--- src/rtl/nand_cell_test_sequencer.sv ---
// Sweep/settle/sample controller that exercises a 2-input NAND cell and tallies mismatches.
// Optional first-failure capture ports are enabled by defining FIRST_FAIL_LOG_EN.
module nand_cell_test_sequencer #(
  parameter int SETTLE_CYCLES = 2,
  parameter int SW            = 4,
  parameter int EW            = 8
) (
  input  logic          clk,
  input  logic          rst_n,
  input  logic          start,
  input  logic [SW-1:0] sweeps,
  output logic          dut_a,
  output logic          dut_b,
  input  logic          dut_y,
  output logic          busy,
  output logic          done,
  output logic          pass,
  output logic [EW-1:0] err_count
`ifdef FIRST_FAIL_LOG_EN
  ,
  output logic          ff_valid,
  output logic [1:0]    ff_vec,
  output logic [SW-1:0] ff_sweep
`endif
);

  localparam int CW = (SETTLE_CYCLES > 0) ? $clog2(SETTLE_CYCLES + 1) : 1;

  typedef enum logic [1:0] {
    IDLE   = 2'd0,
    SETTLE = 2'd1,
    SAMPLE = 2'd2,
    DONE   = 2'd3
  } state_t;

  state_t        state, state_n;
  logic [CW-1:0] ctr;
  logic [1:0]    vec;
  logic [1:0]    vec_nx;
  logic [SW-1:0] sweep;
  logic [SW-1:0] last_sweep;
  logic          accept;
  logic          last_vec;
  logic          mismatch;

  assign accept   = (state == IDLE) && start;
  assign last_vec = (vec == 2'd3) && (sweep == last_sweep);
  assign vec_nx   = vec + 2'd1;
  assign mismatch = (dut_y != ~(dut_a & dut_b));
  assign busy     = (state != IDLE);
  assign done     = (state == DONE);

  always_ff @(posedge clk or negedge rst_n) begin
    if (!rst_n) state <= IDLE;
    else        state <= state_n;
  end

  always_comb begin
    state_n = state;
    case (state)
      IDLE:    if (start) state_n = SETTLE;
      SETTLE:  if (ctr == '0) state_n = SAMPLE;
      SAMPLE:  state_n = last_vec ? DONE : SETTLE;
      DONE:    state_n = IDLE;
      default: state_n = IDLE;
    endcase
  end

  always_ff @(posedge clk or negedge rst_n) begin
    if (!rst_n) begin
      dut_a      <= 1'b0;
      dut_b      <= 1'b0;
      pass       <= 1'b0;
      err_count  <= '0;
      ctr        <= '0;
      vec        <= '0;
      sweep      <= '0;
      last_sweep <= '0;
    end else begin
      case (state)
        IDLE: begin
          if (accept) begin
            // Zero sweeps runs once, so the terminal index is clamped at 0.
            last_sweep <= (sweeps == '0) ? '0 : sweeps - 1'b1;
            vec        <= '0;
            sweep      <= '0;
            dut_a      <= 1'b0;
            dut_b      <= 1'b0;
            err_count  <= '0;
            pass       <= 1'b0;
            ctr        <= CW'(SETTLE_CYCLES);
          end
        end
        SETTLE: begin
          if (ctr != '0) ctr <= ctr - 1'b1;
        end
        SAMPLE: begin
          if (mismatch && (err_count != '1)) err_count <= err_count + 1'b1;
          if (!last_vec) begin
            vec   <= vec_nx;
            dut_a <= vec_nx[1];
            dut_b <= vec_nx[0];
            ctr   <= CW'(SETTLE_CYCLES);
            if (vec == 2'd3) sweep <= sweep + 1'b1;
          end
        end
        DONE: begin
          pass <= (err_count == '0);
        end
        default: ;
      endcase
    end
  end

`ifdef FIRST_FAIL_LOG_EN
  always_ff @(posedge clk or negedge rst_n) begin
    if (!rst_n) begin
      ff_valid <= 1'b0;
      ff_vec   <= '0;
      ff_sweep <= '0;
    end else if (accept) begin
      ff_valid <= 1'b0;
      ff_vec   <= '0;
      ff_sweep <= '0;
    end else if ((state == SAMPLE) && mismatch && !ff_valid) begin
      ff_valid <= 1'b1;
      ff_vec   <= vec;
      ff_sweep <= sweep;
    end
  end
`endif

endmodule
--- config.mk ---
export PLATFORM = sky130hd
export DESIGN_NAME = nand_cell_test_sequencer
export DESIGN_NICKNAME = d
export VERILOG_FILES = /design/src/rtl/nand_cell_test_sequencer.sv
export SDC_FILE = /design/constraint.sdc
export NUM_CORES = 1
export LEC_CHECK = 0
export ABC_CLOCK_PERIOD_IN_PS = 4850
export CORE_ASPECT_RATIO = 1.5
export CORE_MARGIN = 4
export CORE_UTILIZATION = 40
export CTS_CLUSTER_DIAMETER = 40
export DETAILED_ROUTE_END_ITERATION = 10
export PLACE_DENSITY = 0.6
export SLEW_MARGIN = 20
export SYNTH_ARGS = -nofsm -noshare
export SYNTH_HDL_FRONTEND = slang
export SYNTH_SLANG_ARGS = --single-unit
--- constraint.sdc ---
create_clock -name clk -period 4.85 [get_ports clk]
set_input_delay 0.97 -clock clk [delete_from_list [all_inputs] [get_ports clk]]
set_output_delay 0.97 -clock clk [all_outputs]
set_load 0.1 [all_outputs]
Word level (Yosys, flattened, before mapping)
Cells that the tools add are included.
Cells by class
  add/subtract/negate cells: 5
  multiply operators: 0
  div/mod/pow operators: 0
  magnitude comparators: 0
  eq/ne operators: 14
  shift-type cells: 0
  muxes and demuxes: 25
  bitwise operators: 2
  reduce and logical (&&, ||, !) cells: 19
Operators with widths (count)
  $mux W2: 8
  $mux W4: 4
  $mux W8: 2
  $pmux W8 S2: 1
  $ne A2 B2 Y1 const B: 7
  $add A8 B1 Y8 const B: 1
  $logic_not A8 Y1: 1
  $ne A8 B8 Y1 const B: 1
  $pmux W2 S4: 1
  $pmux W4 S2: 1
  $reduce_and A4 Y1: 2
  $reduce_bool A2 Y1: 4
  $eq A2 B2 Y1 const B: 3
  $pmux W1 S2: 3
  $pmux W2 S3: 1
  $reduce_and A2 Y1: 3
  $reduce_and A3 Y1: 2
  $add A4 B1 Y4 const B: 1
  $eq A4 B4 Y1: 1
  $logic_not A2 Y1: 2
  $logic_not A4 Y1: 1
  $pmux W2 S2: 1
  $sub A4 B1 Y4 const B: 1
  $logic_and A1 B1 Y1: 3
  other kinds (8): 10
Word-level totals
  flip-flop bits (word level): 25
  latch bits: 0
  memory bits (writable): 0
  ROM bits: 0
  input port bits: 8
  logic and storage cells: 74
  memories kept: 0

Depth between registers and ports, before layout
Gate-level depths: netlist of run 1.
  word-level depth: 6
  mapped depth: 6
  mapped depth without buffers: 6

Least setup slack after synthesis of run 1
Ideal clock, no wire load.
  kind: register to register
  from: register, netlist name vec[0]
  to: register err_count[7]
  data arrival time: 2.088 ns
  data required time: 4.729 ns
  path slack: 2.641 ns
  cell stages (with the launch flop): 6
  path buffers: 0
  period minus slack after synthesis: 2.209 ns
  cell sequence: dfrtp_1 > ha_1 > xor2_1 > nor4b_4 > a31oi_1 > a41o_1
RTL lines
  end signal: assignment: line 98  | if (mismatch && (err_count != '1)) err_count <= err_count + 1'b1;
  end: declaration: line 18  | output logic [EW-1:0] err_count

Worst setup path in the final report of run 1
  from: register state[1]
  to: output busy
On the way
  word-level cells in the longest chain between the ends: 1
Ends and longest elaborated chain
  start: declaration: line 36  | state_t state, state_n;
  start signal: assignment: line 55  | else state <= state_n;
  $reduce_bool A2 Y1: line 50  | assign busy = (state != IDLE);
  end: declaration: line 15  | output logic busy,
Every way passes these cells.

==> impl_metrics.json, run 1 <==
{
  "status": "complete, no violations",
  "fin_crit_ns": 3.11,
  "port_buffers": 20,
  "overflow": 0,
  "wirelength_mm": 2.73,
  "synth_top_flop_cell": "dfrtp_1",
  "hold_buffers": 0,
  "crit_path_max_fanout": 11,
  "cts_buffers": 3,
  "setup_viol": 0,
  "synth_top_family_by_area": "simple AND/OR/NAND/NOR gates",
  "core_area_um2": 3190,
  "cts_setup_buffers": 0,
  "cts.sink_count": 23,
  "synth-simple-area-share_pct": 22.8,
  "p_per_area_nw_per_um2": 445,
  "fillers": 318,
  "final.setup.tns_ns": 0,
  "post_drt_wl_per_cell_um": 14.0,
  "hpwlAfterDp_mm": 2.10,
  "avgSynthCellArea_um2": 9.93,
  "dieArea_um2": 4330,
  "die_x_um": 55.1,
  "synth_compound_area_share_pct": 15.1,
  "multiInputGateArea_um2": 707,
  "ys_warn_count": 0,
  "hold_path.class": "flop to flop",
  "synthMuxAreaShare_pct": 3.76,
  "diodes": 0,
  "clk_transition_reported_paths_ns": 0.08,
  "num_rows": 25,
  "max-vdd-ir-drop_mv": 0.283,
  "fin_worst_skew_ns": 0.00553,
  "start_util_pct": 41.7,
  "synthAdderAreaFrac_pct": 5.64,
  "finalHoldViolations": 0,
  "seqCellArea_um2": 576,
  "cellLeakagePower_uw": 0.000690,
  "vias": 1054,
  "nNetsFinal": 170,
  "fin_crit_sh_pct": 64.2,
  "drv_cap": 0,
  "fin_hold_ws_ns": 0.477,
  "drv_slew": 0,
  "die_h_um": 78.6,
  "drive_above_1_share_pct": 6.45,
  "cts_tree": "yes",
  "rsz0062_at_grt": "no",
  "via_per_inst": 5.41,
  "post_cts_resized": 0,
  "dr.pass1.iters": 4,
  "cp-start-kind": "flop",
  "clock_path_buffers": 2,
  "final_common_cell": "dfrtp_1",
  "synth-seq-area-share_pct": 43.3,
  "synth_xor_xnor_area_share_pct": 5.93,
  "drt_iter0_markers": 19,
  "grt_max_degree": 24,
  "first_global_vias": 1153,
  "synth-async-reset-ratio_pct": 100,
  "antenna_left": 0,
  "synth_cell_type_count": 43,
  "grt_pass1_wl_mm": 4.99,
  "clock_latency_ns": 0.26,
  "area_growth_pct": 20.5,
  "end_kind": "output pin",
  "cts-root-buf": "clkbuf_8",
  "arrival_ns": 2.14,
  "grt_util_all_layers_pct": 15.4,
  "clock.fmax_mhz": 321,
  "htreeDepth": 1,
  "layout_common_cells": "23 x dfrtp_1, 19 x clkdlybuf4s50_1, 12 x nand2_1, 11 x nor2_1, 8 x inv_1",
  "ys_ff_latch": 23,
  "relSlewSlack_pct": 35.0,
  "synth_edf_count": 0,
  "gp_congestion": 0.738,
  "drc_errors": 0,
  "io_pins": 21,
  "syn_inst": 134,
  "path_class": "flop to output pin",
  "synth_nets": 148,
  "tightest_slew_ns": 0.972,
  "antenna_found_initial": 0,
  "critical_path_required_ns": 3.88,
  "synthesis.area_um2": 1330
}
metrics by stage:
stage | power (uW) | util, % | instances | worst slack, ns | cell area [um2]
floorplan | 527 | - | 134 | 2.64 | 1330
global route | 770 | 50.2 | 195 | 1.60 | 1600
detailed placement | 605 | 49.0 | 191 | 2.04 | 1560
CTS | 728 | 50.4 | 195 | 1.72 | 1610
finish | 713 | 50.2 | 195 | 1.74 | 1600
global placement | 598 | 49.0 | 191 | 2.04 | 1560
layer usage:
layer	wire [um]	track usage, %
met5	0	0
met4	65	7.79
met3	127	2.09
met2	1480	27.4
met1	1060	16.7
worst max-delay path, stage by stage (launching register included):
cell,delay (ns)
dfrtp_1,0.55
or2_1,0.19
clkdlybuf4s50_1,1.14
cell usage after synthesis (2+ instances only):
cell type / instances / area share (%)
nand2_1: 12 / 3.4
o21ai_0: 6 / 2.3
nor2_2: 2 / 0.94
xor2_1: 2 / 1.3
nor3_1: 2 / 0.75
nor2_1: 11 / 3.1
nor4_1: 2 / 0.94
ha_1: 6 / 5.6
a31oi_1: 3 / 1.4
o211ai_1: 4 / 2.3
a21oi_1: 2 / 0.75
dfrtp_1: 23 / 43
nand4_1: 2 / 0.94
nand3b_1: 3 / 1.7
nand3_1: 6 / 2.3
o31ai_1: 3 / 1.7
xnor2_1: 7 / 4.6
inv_1: 8 / 2.3
buf_2: 2 / 0.75
mux2i_1: 5 / 3.8
logic make-up (layout without fill, tap and decap cells):
| group | Yosys count | after routing |
|---|---|---|
| AO/OA/AOI/OAI | 28 | 28 |
| flip-flops | 23 | 23 |
| XOR/XNOR | 9 | 9 |
| AND/OR/NAND/NOR | 52 | 52 |
| buffers and inverters | 11 | 32 |
| adder cells (fa/ha/maj) | 6 | 6 |
| multiplexers | 5 | 5 |
registers in the layout, indices dropped and copies added (netlist names):
register / cells
err_count: 8
last_sweep: 4
sweep: 4
ctr: 2
state: 2
vec: 2
pass: 1
final timing paths:
kind	startpoint	to	depth (start not counted)	slack [ns]
max	state[1]	busy	2	1.74
min	ctr[0]	ctr[0]	1	0.48
max reg2reg	vec[1]	err_count[7]	5	3.16
min reg2reg	ctr[0]	ctr[0]	1	0.48
max in group asynchronous	rst_n	state[0]	1	3.82
min in group asynchronous	rst_n	err_count[3]	1	0.68
where the power goes:
group          internal, uW  switching (uW)
Combinational           102             218
Sequential              232            44.5
Clock                  58.5            58.0
Total                   392             321
final cells by class:
cell class                 count  share of cell area, %
multi-input combinational    100                   44.1
sequential                    23                   35.9
timing repair buffer          20                   12.2
tap                           40                   3.12
clock buffer                   4                   2.81
inverter                       8                   1.87
Power figures use the tool's default switching activity.
==> inputs of run 2 (changes only) <==
--- a/config.mk
+++ b/config.mk
@@ -5,13 +5,13 @@
 export SDC_FILE = /design/constraint.sdc
 export NUM_CORES = 1
 export LEC_CHECK = 0
-export ABC_CLOCK_PERIOD_IN_PS = 4850
+export ABC_CLOCK_PERIOD_IN_PS = 2810
 export CORE_ASPECT_RATIO = 1.5
 export CORE_MARGIN = 4
 export CORE_UTILIZATION = 40
 export CTS_CLUSTER_DIAMETER = 40
 export DETAILED_ROUTE_END_ITERATION = 10
-export PLACE_DENSITY = 0.6
+export PLACE_DENSITY = 0.63
 export SLEW_MARGIN = 20
 export SYNTH_ARGS = -nofsm -noshare
 export SYNTH_HDL_FRONTEND = slang
==> constraint.sdc (replaced) <==
create_clock -name clk -period 2.81 [get_ports clk]
set_input_delay 0.562 -clock clk [delete_from_list [all_inputs] [get_ports clk]]
set_output_delay 0.562 -clock clk [all_outputs]
set_load 0.1 [all_outputs]
==> run 2 against run 1 <==
Hold slack improved by 0.028 ns. Clock skew about the same. Worst setup slack got worse by 0.85 ns. Sequential share of layout area increased by 0.45 points. Count of clock-buffer cells in the layout unchanged. Routed wire length increased by 6.4%. Die area unchanged. Sequential power increased by 76%. Final cell count increased by 0.51%. Combinational power increased by 71%. Clock power increased by 80%.
==> impl_metrics.json, run 2 (synthesis gave the netlist of run 1 again) <==
{
  "status": "complete, no violations",
  "cts_setup_buffers": 0,
  "top_regs": "err_count (8), last_sweep (4), sweep (4)",
  "hpwlAfterDp_mm": 2.20,
  "placed_area_um2": 1540,
  "setup_ws_ns": 0.887,
  "htreeDepth": 1,
  "nNetsFinal": 171,
  "die_x_um": 55.1,
  "dieArea_um2": 4330,
  "first_global_vias": 1105,
  "post_drt_wl_per_cell_um": 14.8,
  "post_cts_resized": 0,
  "p_per_area_nw_per_um2": 785,
  "grt_pass1_wl_mm": 4.97,
  "max-vdd-ir-drop_mv": 0.507,
  "grt_max_degree": 24,
  "diodes": 0,
  "cts_tree": "yes",
  "io_pins": 21,
  "drv_cap": 0,
  "top_register": "err_count",
  "hold_path.class": "flop to flop",
  "rsz0062_at_grt": "no",
  "power.total_uw": 1240,
  "tightest_slew_ns": 0.453,
  "end_kind": "output pin",
  "stdcell_area_um2": 1580,
  "layout_common_cells": "23 x dfrtp_1, 14 x buf_4, 12 x nand2_1, 11 x nor2_1, 8 x inv_1",
  "gp_congestion": 0.776,
  "hold_buffers": 0,
  "drive_above_1_share_pct": 14.7,
  "fillers": 331,
  "cts-root-buf": "clkbuf_8",
  "vias": 1098,
  "cellLeakagePower_uw": 0.000719,
  "grt_util_all_layers_pct": 15.6,
  "drt_iter0_markers": 32,
  "fin_crit_sh_pct": 68.4,
  "area_growth_pct": 19.0,
  "clock.fmax_mhz": 520,
  "port_buffers": 20,
  "utilization_pct": 49.6,
  "antenna_left": 0,
  "clock_latency_ns": 0.27,
  "final.setup.tns_ns": 0,
  "crit_path_max_fanout": 11,
  "finalHoldViolations": 0,
  "critical_path_required_ns": 2.25,
  "clock_path_buffers": 2,
  "arrival_ns": 1.36,
  "core_area_um2": 3190,
  "relSlewSlack_pct": 69.8,
  "setup_viol": 0,
  "drv_slew": 0,
  "cp-start-kind": "flop",
  "die_h_um": 78.6,
  "dp_slack_ns": 0.660,
  "fin_worst_skew_ns": 0.00534,
  "wirelength_mm": 2.90,
  "num_rows": 25,
  "path_class": "flop to output pin",
  "overflow": 0,
  "dr.pass1.iters": 4,
  "clk_transition_reported_paths_ns": 0.08,
  "largest_reg_flops": 8,
  "via_per_inst": 5.60,
  "antenna_found_initial": 0,
  "start_util_pct": 41.7,
  "cts.sink_count": 23,
  "drc_errors": 0,
  "fin_crit_ns": 1.92,
  "final_common_cell": "dfrtp_1",
  "cts_buffers": 3
}
-- run 2: critical path, cell delays in order (launching register included) --
cell,delay [ns]
dfrtp_1,0.58
nand2_1,0.15
inv_1,0.08
buf_4,0.28
-- run 2: layout make-up --
type                    instances  area [um2]  area share [%]
clock buffers                   4        45.0            2.85
repair buffers                 21         175            11.1
flip-flops and latches         23         576            36.4
well taps                      40        50.0            3.16
multi-input cells             100         707            44.7
inverters                       8        30.0            1.90
-- run 2: through the flow --
stage	hold slack, ns	std cells
2_1_floorplan	0.266	134
3_3_place_gp	0.465	192
3_5_place_dp	0.488	192
4_1_cts	0.501	196
5_1_grt	0.506	196
6_report	0.505	196
-- run 2: per-layer routing --
| layer | track usage (%) | wire, um | vias up |
|---|---|---|---|
| li1 | - | - | 537 |
| met1 | 18.1 | 1190 | 529 |
| met2 | 27.4 | 1540 | 27 |
| met4 | 6.33 | 51 | 0 |
| met5 | 0 | 0 | - |
| met3 | 2.28 | 118 | 5 |
-- run 2: report_power, final --
group	internal (uW)	total, uW	switching [uW]
Combinational	168	546	378
Clock	101	211	109
Sequential	400	485	85.3
Total	670	1240	573
-- run 2: final timing paths --
kind                          start           end  slack, ns  cells after the start
min in group asynchronous     rst_n  err_count[4]       0.65                      2
hold / removal               ctr[0]        ctr[0]       0.50                      1
max in group asynchronous     rst_n        ctr[1]       1.92                      2
setup reg to reg             vec[1]  err_count[7]       1.10                      5
hold reg to reg              ctr[0]        ctr[0]       0.50                      1
setup / recovery           state[1]          done       0.89                      3
==> inputs of run 3 (changes only) <==
--- a/config.mk
+++ b/config.mk
@@ -5,7 +5,7 @@
 export SDC_FILE = /design/constraint.sdc
 export NUM_CORES = 1
 export LEC_CHECK = 0
-export ABC_CLOCK_PERIOD_IN_PS = 2810
+export ABC_CLOCK_PERIOD_IN_PS = 1700
 export CORE_ASPECT_RATIO = 1.5
 export CORE_MARGIN = 4
 export CORE_UTILIZATION = 40
==> constraint.sdc (replaced) <==
create_clock -name clk -period 1.7 [get_ports clk]
set_input_delay 0.34 -clock clk [delete_from_list [all_inputs] [get_ports clk]]
set_output_delay 0.34 -clock clk [all_outputs]
set_load 0.1 [all_outputs]
==> run 3 against run 2 <==
Global-route usage grew 1.6 points. First-iteration DRC count shrank 3.1%. Non-clock buffer count grew 11. Final cell count grew 5.6%. Critical path type is now flop to flop. Largest power group unchanged. Highest routed layer unchanged.
==> impl_metrics.json, run 3 (synthesis gave the netlist of run 1 again) <==
{
  "status": "complete, no violations",
  "grt_max_degree": 24,
  "met1_length_mm": 1.22,
  "end_kind": "flop",
  "diodes": 0,
  "die_h_um": 78.6,
  "nNetsFinal": 182,
  "dr_wl_met2_mm": 1.80,
  "crit_slowest_cell": "or4_1",
  "post_drt_wl_per_cell_um": 15.2,
  "setup_ws_ns": 0.0792,
  "tightest_slew_ns": 0.331,
  "fin_worst_skew_ns": 0.00232,
  "cts.sink_count": 23,
  "core_area_um2": 3190,
  "cellLeakagePower_uw": 0.000795,
  "cts_tree": "yes",
  "start_util_pct": 41.7,
  "p_switching_uw": 989,
  "path_class": "flop to flop",
  "clk_transition_reported_paths_ns": 0.08,
  "crit_start": "vec[1]",
  "dr.max_layer_used": "met4",
  "final_common_cell": "buf_12",
  "dieArea_um2": 4330,
  "port_buffers": 20,
  "reg2reg_from": "vec[1]",
  "fin_crit_sh_pct": 95.3,
  "dp_slack_ns": -0.153,
  "grt_pass1_wl_mm": 5.47,
  "drv_cap": 0,
  "placed_area_um2": 1840,
  "stdcell_area_um2": 1900,
  "final.setup.tns_ns": 0,
  "drt_iter0_markers": 31,
  "cts_buffers": 3,
  "setup_viol": 0,
  "area_growth_pct": 42.6,
  "cts-root-buf": "clkbuf_8",
  "hold_path.class": "primary input to asynchronous set/reset pin",
  "drc_errors": 0,
  "antenna_left": 0,
  "overflow": 0,
  "crit_path_max_fanout": 4,
  "crit_chain": "ha_4, xor2_4, or4_1, o211ai_1",
  "combinationalPowerShare_pct": 49.2,
  "critical_path_required_ns": 1.88,
  "first_global_vias": 1186,
  "clock.fmax_mhz": 617,
  "vias": 1126,
  "dr.pass1.iters": 4,
  "antenna_found_initial": 0,
  "largest_reg_flops": 8,
  "top_register": "err_count",
  "p_per_area_nw_per_um2": 1210,
  "htreeDepth": 1,
  "die_x_um": 55.1,
  "clock_latency_ns": 0.27,
  "io_pins": 21,
  "cts_setup_buffers": 0,
  "routed-wl-met3_um": 80,
  "via_per_inst": 5.44,
  "hold_buffers": 0,
  "finalHoldViolations": 0,
  "hpwlAfterDp_mm": 2.52,
  "slowest_delay_ns": 0.53,
  "wirelength_mm": 3.14,
  "p_clk_share_pct": 15.0,
  "grt_util_all_layers_pct": 17.3,
  "top_regs": "err_count (8), last_sweep (4), sweep (4)",
  "max-vdd-ir-drop_mv": 1.09,
  "fillers": 286,
  "gp_congestion": 0.806,
  "num_rows": 25,
  "p_int_uw": 1300,
  "drv_slew": 0,
  "layout_common_cells": "13 x buf_12, 12 x nand2_1, 12 x buf_4, 11 x nor2_1, 11 x dfrtp_1",
  "cp-start-kind": "flop",
  "relSlewSlack_pct": 77.7,
  "arrival_ns": 1.80,
  "p_sw_share_pct": 43.2,
  "rsz0062_at_grt": "no",
  "clock_path_buffers": 2,
  "fin_crit_ns": 1.62,
  "power_frac_seq_pct": 35.8,
  "drive_above_1_share_pct": 30.5
}
run 3: cell types whose count changed in the layout (fill, tap and decap cells not counted), moves of 2 or more:
cell / change
buf_12: +13
dfrtp_1: -12
ha_1: -2
buf_4: -2
dfrtp_2: +8
dfrtp_4: +4
run 3: power by group through the flow:
stage          clock network (uW)  logic (uW)  registers, uW
2_1_floorplan                   0         595            936
3_3_place_gp                    0        1090            817
3_5_place_dp                    0        1120            829
4_1_cts                       353        1130            818
5_1_grt                       380        1220            843
6_report                      343        1130            819
run 3: worst paths after layout:
path,endpoint,slack [ns],cells past startpoint
min in group clk,ctr[0],0.50,1
max,err_count[0],0.08,4
min reg2reg,ctr[0],0.50,1
min,err_count[2],0.42,2
max reg2reg,err_count[0],0.08,4
max in group asynchronous,vec[0],1.02,2
run 3: critical path, delay by kind of cell (launching register included):
family	cells	cell delay [ns]
fa+ha+maj	1	0.20
compound gates	1	0.11
xor+xnor	1	0.17
flops	1	0.52
simple gates	1	0.53
run 3: through the flow:
stage               instances  power, uW  hold WS (ns)  utilization, %
finish                    207       2290         0.425            59.5
global route              207       2440         0.453            59.5
CTS                       207       2300         0.435            59.1
detailed placement        203       1950         0.491            57.6
global placement          203       1910         0.467            57.6
floorplan                 134       1530        0.0444               -
run 3: per-layer routing:
layer | up-vias | global-route usage (%)
li1 | 553 | -
met1 | 552 | 18.2
met2 | 17 | 32.1
met3 | 4 | 2.28
met4 | 0 | 6.81
met5 | - | 0
run 3: layout make-up:
class                           count  area, um2  share of cell area, %
Timing Repair Buffer               32        420                   22.2
Clock buffer                        4       45.0                   2.37
Sequential cell                    23        601                   31.7
Multi-Input combinational cell    100        751                   39.6
Tap cell                           40       50.0                   2.64
Inverter                            8       30.0                   1.58
run 3: repair_timing:
item / in CTS / in global routing
endpoints found under the setup margin: 1 / 5
pin swaps: 0 / 1
cloned: 0 / 0
gates resized for setup: 1 / 3
